$ cat config.mk
export PLATFORM = sky130hd
export DESIGN_NAME = multiplexer
export DESIGN_NICKNAME = d
export VERILOG_FILES = /design/src/rtl/multiplexer_pkg.sv /design/src/rtl/multiplexer_mux4_comb.sv /design/src/rtl/multiplexer.sv
export SDC_FILE = /design/constraint.sdc
export NUM_CORES = 1
export LEC_CHECK = 0
export ABC_CLOCK_PERIOD_IN_PS = 800
export BUFFER_PORTS_ARGS = -buffer_cell sky130_fd_sc_hd__buf_2
export CAP_MARGIN = 20
export CORE_AREA = 8 8 45 47
export DETAILED_ROUTE_END_ITERATION = 8
export DIE_AREA = 0 0 53 55
export GPL_TIMING_DRIVEN = 0
export HOLD_SLACK_MARGIN = 0.03
export MAX_ROUTING_LAYER = met4
export PLACE_DENSITY_LB_ADDON = 0.05
export SYNTH_ARGS = -nofsm -noshare
export SYNTH_HDL_FRONTEND = slang
export SYNTH_SLANG_ARGS = --single-unit
$ cat constraint.sdc
create_clock -name clk -period 0.8 [get_ports clk]
set_input_delay 0 -clock clk [delete_from_list [all_inputs] [get_ports clk]]
set_output_delay 0 -clock clk [all_outputs]
set_load 0.1 [all_outputs]
$ cat src/rtl/multiplexer_pkg.sv
// Shared constants and types for the 4-lane multiplexer and its combinational selector.
package multiplexer_pkg;
    localparam int NUM_LANES  = 4;
    localparam int SEL_W      = 2;
    localparam int DW_DEFAULT = 1;

    typedef logic [DW_DEFAULT-1:0] lane_t;
endpackage

$ cat src/rtl/multiplexer_mux4_comb.sv
// Combinational 4:1 lane selector; an unknown select yields all-X (don't-care in synthesis).
module mux4_comb
    import multiplexer_pkg::*;
#(
    parameter int DW = DW_DEFAULT
) (
    input  logic [SEL_W-1:0]        s,
    input  logic [NUM_LANES*DW-1:0] i,
    output logic [DW-1:0]           y
);

    always_comb begin
        case (s)
            2'b00:   y = i[0*DW +: DW];
            2'b01:   y = i[1*DW +: DW];
            2'b10:   y = i[2*DW +: DW];
            2'b11:   y = i[3*DW +: DW];
            default: y = 'x;
        endcase
    end

endmodule

$ cat src/rtl/multiplexer.sv
// Four-lane multiplexer with a combinational output plus an optional registered copy
// and a select-change pulse that tracks the select seen at each enabled edge.
module multiplexer
    import multiplexer_pkg::*;
#(
    parameter int DW      = DW_DEFAULT,
    parameter bit REG_OUT = 1'b1
) (
    input  logic                    clk,
    input  logic                    rst,
    input  logic [SEL_W-1:0]        S,
    input  logic [NUM_LANES*DW-1:0] I,
    input  logic                    en,
    output logic [DW-1:0]           Y,
    output logic [DW-1:0]           Y_q,
    output logic                    sel_chg
);

    mux4_comb #(.DW(DW)) u_mux4_comb (
        .s (S),
        .i (I),
        .y (Y)
    );

    if (REG_OUT) begin : g_reg
        logic [DW-1:0]    out_q, out_d;
        logic [SEL_W-1:0] s_q, s_d;
        logic             chg_q, chg_d;
        // primed_q blocks a spurious pulse on the first enabled edge after reset
        logic             primed_q, primed_d;

        always_comb begin
            out_d    = out_q;
            s_d      = s_q;
            primed_d = primed_q;
            chg_d    = 1'b0;
            if (en) begin
                out_d    = Y;
                s_d      = S;
                primed_d = 1'b1;
                chg_d    = primed_q && (S != s_q);
            end
        end

        always_ff @(posedge clk or posedge rst) begin
            if (rst) begin
                out_q    <= '0;
                s_q      <= '0;
                chg_q    <= 1'b0;
                primed_q <= 1'b0;
            end else begin
                out_q    <= out_d;
                s_q      <= s_d;
                chg_q    <= chg_d;
                primed_q <= primed_d;
            end
        end

        assign Y_q     = out_q;
        assign sel_chg = chg_q;
    end else begin : g_noreg
        assign Y_q     = '0;
        assign sel_chg = 1'b0;
    end

endmodule

==> results.py, run 1 <==
metrics = {
    "global_routing": {
        "antenna_found_initial": 0,
        "grtUsageMet1_pct": 4.01,
        "grt_max_degree": 8,
        "busiest_layer": "met2",
        "grt-ovfl-total": 0,
        "use_met3_pct": 4.28,
        "first_global_vias": 254,
        "grt_usage_pct": 4.87,
        "globalRouteMet2Util_pct": 8.01,
        "grt_pass1_wl_um": 986,
    },
    "floorplanning": {
        "die_w_um": 53,
        "fp.coreArea_um2": 1380,
        "dieArea_um2": 2920,
        "dieHeight_um": 55,
        "start_util_pct": 17.5,
        "io_pins": 12,
        "num_rows": 14,
    },
    "min_path": {
        "worstHoldStart": "en",
        "hp-class": "primary input to flip-flop",
        "worst_hold_path.endpoint": "sel_chg",
        "hold-path-cell-count": 3,
    },
    "final_layout": {
        "layout-drive-gt1-share_pct": 60.5,
        "num_antenna_cells": 0,
        "final_common_cell": "buf_2",
        "layout_common_cells": "buf_2, mux2i_4, clkbuf_4, dfrtp_1",
        "syn2layout_area_growth_pct": 79.4,
        "post-route-util_pct": 31.5,
        "final_cell_area_um2": 435,
        "fin_cells": 54,
        "final_nets": 48,
    },
    "routing": {
        "totalWireLength_um": 594,
        "ant_nets": 0,
        "wl_per_cell_um": 11.0,
        "route.detailed.drc": 0,
        "viasPerCell": 3.96,
        "route.vias.total": 214,
        "first_iter_violations": 0,
        "dr.pass1.iters": 1,
    },
    "critical_path": {
        "arrival_ns": 0.90,
        "cp.required_ns": 0.80,
        "slowest_stage": "dfrtp_4",
        "crit_type": "flip-flop to output pin",
        "crit_path_max_incr_delay_ns": 0.48,
        "r2r-end": "Y_q",
        "rrSetupSlack_ns": 0.02,
        "cp-start-kind": "flip-flop",
        "worstPathCellList": "buf_12",
        "r2r-start": "Y_q",
        "cp_num_buf_inv": 1,
        "crit_path_end_kind": "output pin",
        "reg2regPathDepth": 2,
        "cp_top_family": "flip-flops",
        "worstPathMaxFanout": 2,
    },
    "timing": {
        "finalCriticalPeriod_ns": 0.898,
        "drv_slew": 0,
        "rsz0062_at_grt": "yes",
        "finalCritPeriodShare_pct": 112,
        "fmax_mhz": 1110,
        "clock_skew_ns": 0.00383,
        "slew_headroom_pct": 86.7,
        "worst_pin_slew_ns": 0.196,
        "whs_ns": 0.0363,
        "setup_ws_ns": -0.0978,
        "setup_viol": 2,
        "hold_viol_final": 0,
    },
    "clocking": {
        "clock-root-buffer": "clkbuf_4",
        "cts.path.max_buffers": 2,
        "clk_latency_ns": 0.24,
        "cts_inserted_buffers": 3,
        "cts_tree": "done",
        "htreeDepth": 1,
        "clk_pin_slew_ns": 0.04,
        "cts.sinks": 5,
    },
    "power_and_ir_drop": {
        "p_leak_nw": 0.184,
        "ir_drop_uv": 834,
        "power_density_nw_per_um2": 2070,
    },
    "synthesis": {
        "synthesis.area_um2": 243,
        "synth_nets": 30,
        "ys_types": 11,
        "synthCells": 21,
        "yosysWarnings": 0,
        "synth_area_per_cell_um2": 11.6,
        "ys_ff_latch": 5,
        "seq_area_frac_synth_pct": 51.5,
    },
    "status": {
        "status": "complete, but fails checks",
        "violations": "negative setup slack",
    },
    "placement": {
        "place_area_um2": 335,
        "placed_cells": 48,
        "io_buffers": 11,
        "gp_congestion": 0.647,
    },
    "run": {
        "max_cap_viol_count": 0,
    },
}
## layout make-up
| type | count | area [um^2] |
|---|---|---|
| inverters | 2 | 7.51 |
| multi-input cells | 14 | 148 |
| flip-flops and latches | 5 | 130 |
| fillers | 149 | 948 |
| repair buffers | 13 | 104 |
| well taps | 16 | 20.0 |
| clock buffers | 4 | 26.3 |
## layer usage
| layer | share of wire [%] | wire, um |
|---|---|---|
| met5 | 0 | 0 |
| met4 | 0 | 0 |
| met3 | 9.1 | 54 |
| met2 | 56 | 333 |
| met1 | 35 | 206 |
## timing repair
| item | in CTS | in global routing |
|---|---|---|
| buffers inserted | 0 | 1 |
| gates cloned | 0 | 0 |
| endpoints found under the hold margin | 5 | 0 |
| pin swaps | 0 | 0 |
| resized for setup | 13 | 0 |
| hold buffers | 1 | 0 |
| setup endpoints to repair | 3 | 4 |
## where the power goes
part | leakage (nW) | internal, mW | switching [mW]
sequential | 0.0548 | 0.281 | 0.0165
combinational | 0.114 | 0.123 | 0.195
clock | 0.0150 | 0.188 | 0.0991
total | 0.184 | 0.592 | 0.311
## how the worst max path moves through the flow
stage	start	slack [ns]	end	cells after the start
6_report	Y_q	-0.1	Y_q	1
3_5_place_dp	S[0]	-0.12	Y	4
3_3_place_gp	S[0]	-0.13	Y	4
2_1_floorplan	Y_q	-0.15	Y_q	2
5_1_grt	Y_q	-0.12	Y_q	1
4_1_cts	Y_q	-0.10	Y_q	1
## logic make-up (layout without fill, tap and decap cells)
logic type	after synthesis	count (layout)	share of synthesized area (%)
DFF	5	5	51.5
and+or+nand+nor	5	5	10.8
muxes	4	4	17.0
AOI/OAI and AO/OA	3	3	10.3
xor gates and xnor gates	2	2	7.22
buffers and inverters	2	19	3.09
## cells in the mapped netlist
library cell	n	area, um^2
a21oi_1	1	5.00
dfrtp_1	5	125
inv_1	2	7.51
mux2_2	1	11.3
mux2i_1	3	30.0
nand2_1	2	7.51
nand2b_1	2	12.5
o21ai_0	1	5.00
o221ai_2	1	15.0
or2_2	1	6.26
xnor2_1	2	17.5
## flip-flops by register name (all words and copies together) (netlist names)
name,cells
Y_q,1
g_reg.primed_q,1
g_reg.s_q,2
sel_chg,1
## through the flow
stage / power (mW) / worst slack [ns] / TNS (ns)
floorplan: 0.490 / -0.146 / -0.152
global placement: 0.546 / -0.125 / -0.148
detailed placement: 0.547 / -0.119 / -0.131
CTS: 0.911 / -0.101 / -0.114
global route: 0.951 / -0.121 / -0.151
finish: 0.903 / -0.0978 / -0.101
Power figures use the tool's default switching activity.
==> run 2: changes to the inputs <==
- CELL_PAD_IN_SITES_DETAIL_PLACEMENT: unset -> 1
- CELL_PAD_IN_SITES_GLOBAL_PLACEMENT: unset -> 1
==> run 2 against run 1 <==
Compared with the run above: the flow still finishes with violations (negative setup slack); first-iteration DRC count grew 4; highest routed layer unchanged; core utilization grew 1.4 points; flip-flop and latch count unchanged; global-route usage rose by 0.90 points; worst hold slack better by 0.0071 ns; largest cell class unchanged; via count up 2.3%; sequential share of layout area is 1.3 points lower; non-clock buffer count rose by 1; final cell count grew 1.9%; maximum frequency down 0.60%; critical path depth unchanged; clock skew increased by 0.0046 ns; critical path type unchanged.
==> results.py, run 2 (synthesis results as in run 1) <==
metrics = {
    "power_and_ir_drop": {
        "p_leak_nw": 0.196,
        "ir_drop_uv": 963,
        "power_density_nw_per_um2": 2020,
    },
    "final_layout": {
        "layout_common_cells": "buf_2, clkbuf_4, mux2i_4, dfrtp_1",
        "multi_input_area_um2": 158,
        "syn2layout_area_growth_pct": 87.6,
        "fillers": 164,
        "final_cell_area_um2": 455,
        "largest_register_ffs": 2,
        "final_nets": 49,
        "num_antenna_cells": 0,
        "final_common_cell": "buf_2",
        "regMostFlops": "g_reg.s_q",
        "area.sequential_um2": 130,
        "fin_cells": 55,
        "layout-drive-gt1-share_pct": 64.1,
    },
    "timing": {
        "clock_skew_ns": 0.00841,
        "hold_viol_final": 0,
        "finalCriticalPeriod_ns": 0.903,
        "setup_ws_ns": -0.103,
        "drv_slew": 0,
        "setup_viol": 2,
        "fmax_mhz": 1110,
        "slew_headroom_pct": 87.7,
        "finalCritPeriodShare_pct": 113,
        "worst_pin_slew_ns": 0.181,
        "rsz0062_at_grt": "yes",
        "finalSetupTns_ns": -0.116,
    },
    "critical_path": {
        "cp.required_ns": 0.80,
        "crit_type": "flip-flop to output pin",
        "crit_path_max_incr_delay_ns": 0.49,
        "slowest_stage": "dfrtp_4",
        "worstPathCellList": "buf_12",
        "crit_path_end_kind": "output pin",
        "cp_top_family": "flip-flops",
        "cp_num_buf_inv": 1,
        "arrival_ns": 0.90,
        "cp-start-kind": "flip-flop",
        "worstPathMaxFanout": 2,
    },
    "clocking": {
        "htreeDepth": 1,
        "cts_inserted_buffers": 3,
        "clk_pin_slew_ns": 0.05,
        "cts_tree": "done",
        "cts.sinks": 5,
        "cts.path.max_buffers": 2,
        "clock-root-buffer": "clkbuf_4",
        "clk_latency_ns": 0.24,
    },
    "floorplanning": {
        "num_rows": 14,
        "start_util_pct": 17.5,
        "io_pins": 12,
        "dieHeight_um": 55,
        "dieArea_um2": 2920,
        "fp.coreArea_um2": 1380,
        "die_w_um": 53,
    },
    "placement": {
        "placed_cells": 48,
        "place_area_um2": 335,
        "gp_congestion": 0.613,
        "io_buffers": 11,
    },
    "min_path": {
        "hp-class": "primary input to flip-flop",
    },
    "global_routing": {
        "grt_usage_pct": 5.77,
        "grt_max_degree": 8,
        "grt_pass1_wl_mm": 1.08,
        "grt-ovfl-total": 0,
        "antenna_found_initial": 0,
        "first_global_vias": 252,
    },
    "status": {
        "violations": "negative setup slack",
        "status": "complete, but fails checks",
    },
    "routing": {
        "totalWireLength_um": 679,
        "ant_nets": 0,
        "wl_per_cell_um": 12.3,
        "first_iter_violations": 4,
        "route.detailed.drc": 0,
        "route.vias.total": 219,
        "viasPerCell": 3.98,
        "dr.pass1.iters": 2,
    },
    "run": {
        "max_cap_viol_count": 0,
    },
}
==> run 2: metrics by stage <==
step	setup WS (ns)	power, mW	hold WS (ns)	util (%)
6_report	-0.103	0.921	0.0434	32.9
4_1_cts	-0.113	0.927	0.0393	31.7
3_3_place_gp	-0.120	0.547	-0.0852	24.2
3_5_place_dp	-0.146	0.551	-0.0912	24.2
2_1_floorplan	-0.146	0.490	-0.222	-
5_1_grt	-0.136	0.983	0.0551	32.9
==> run 2: final timing paths <==
kind	startpoint	endpoint	slack [ns]	cells past startpoint
setup / recovery	Y_q	Y_q	-0.10	1
hold / removal	en	sel_chg	0.04	3
setup reg to reg	Y_q	Y_q	0.02	2
hold reg to reg	g_reg.primed_q	g_reg.primed_q	0.49	1
max in group asynchronous	rst	Y_q	0.41	3
min in group asynchronous	rst	Y_q	0.20	3
==> run 2: power breakdown <==
part	internal (mW)	leakage (nW)	switching, mW
logic	0.133	0.126	0.200
clock network	0.188	0.0150	0.100
registers	0.281	0.0548	0.0190
total	0.603	0.196	0.319
==> run 2: what timing repair did <==
action,4_1_cts,5_1_grt
endpoints found under the hold margin,5,0
setup endpoints to repair,3,6
buffers inserted,2,0
pin swaps,0,1
resized for setup,12,4
hold buffers,1,0
==> run 2: final cells by class <==
type                            count  share of cell area [%]
Clock buffer                        4                    5.77
Timing Repair Buffer               14                    25.0
Sequential cell                     5                    28.6
Tap cell                           16                    4.40
Multi-Input combinational cell     14                    34.6
Inverter                            2                    1.65
==> run 2: metal layers <==
metal	global-route usage (%)	wire length [um]
met2	8.40	373
met4	2.59	0
met3	4.01	42
met1	5.85	263
met5	-	0
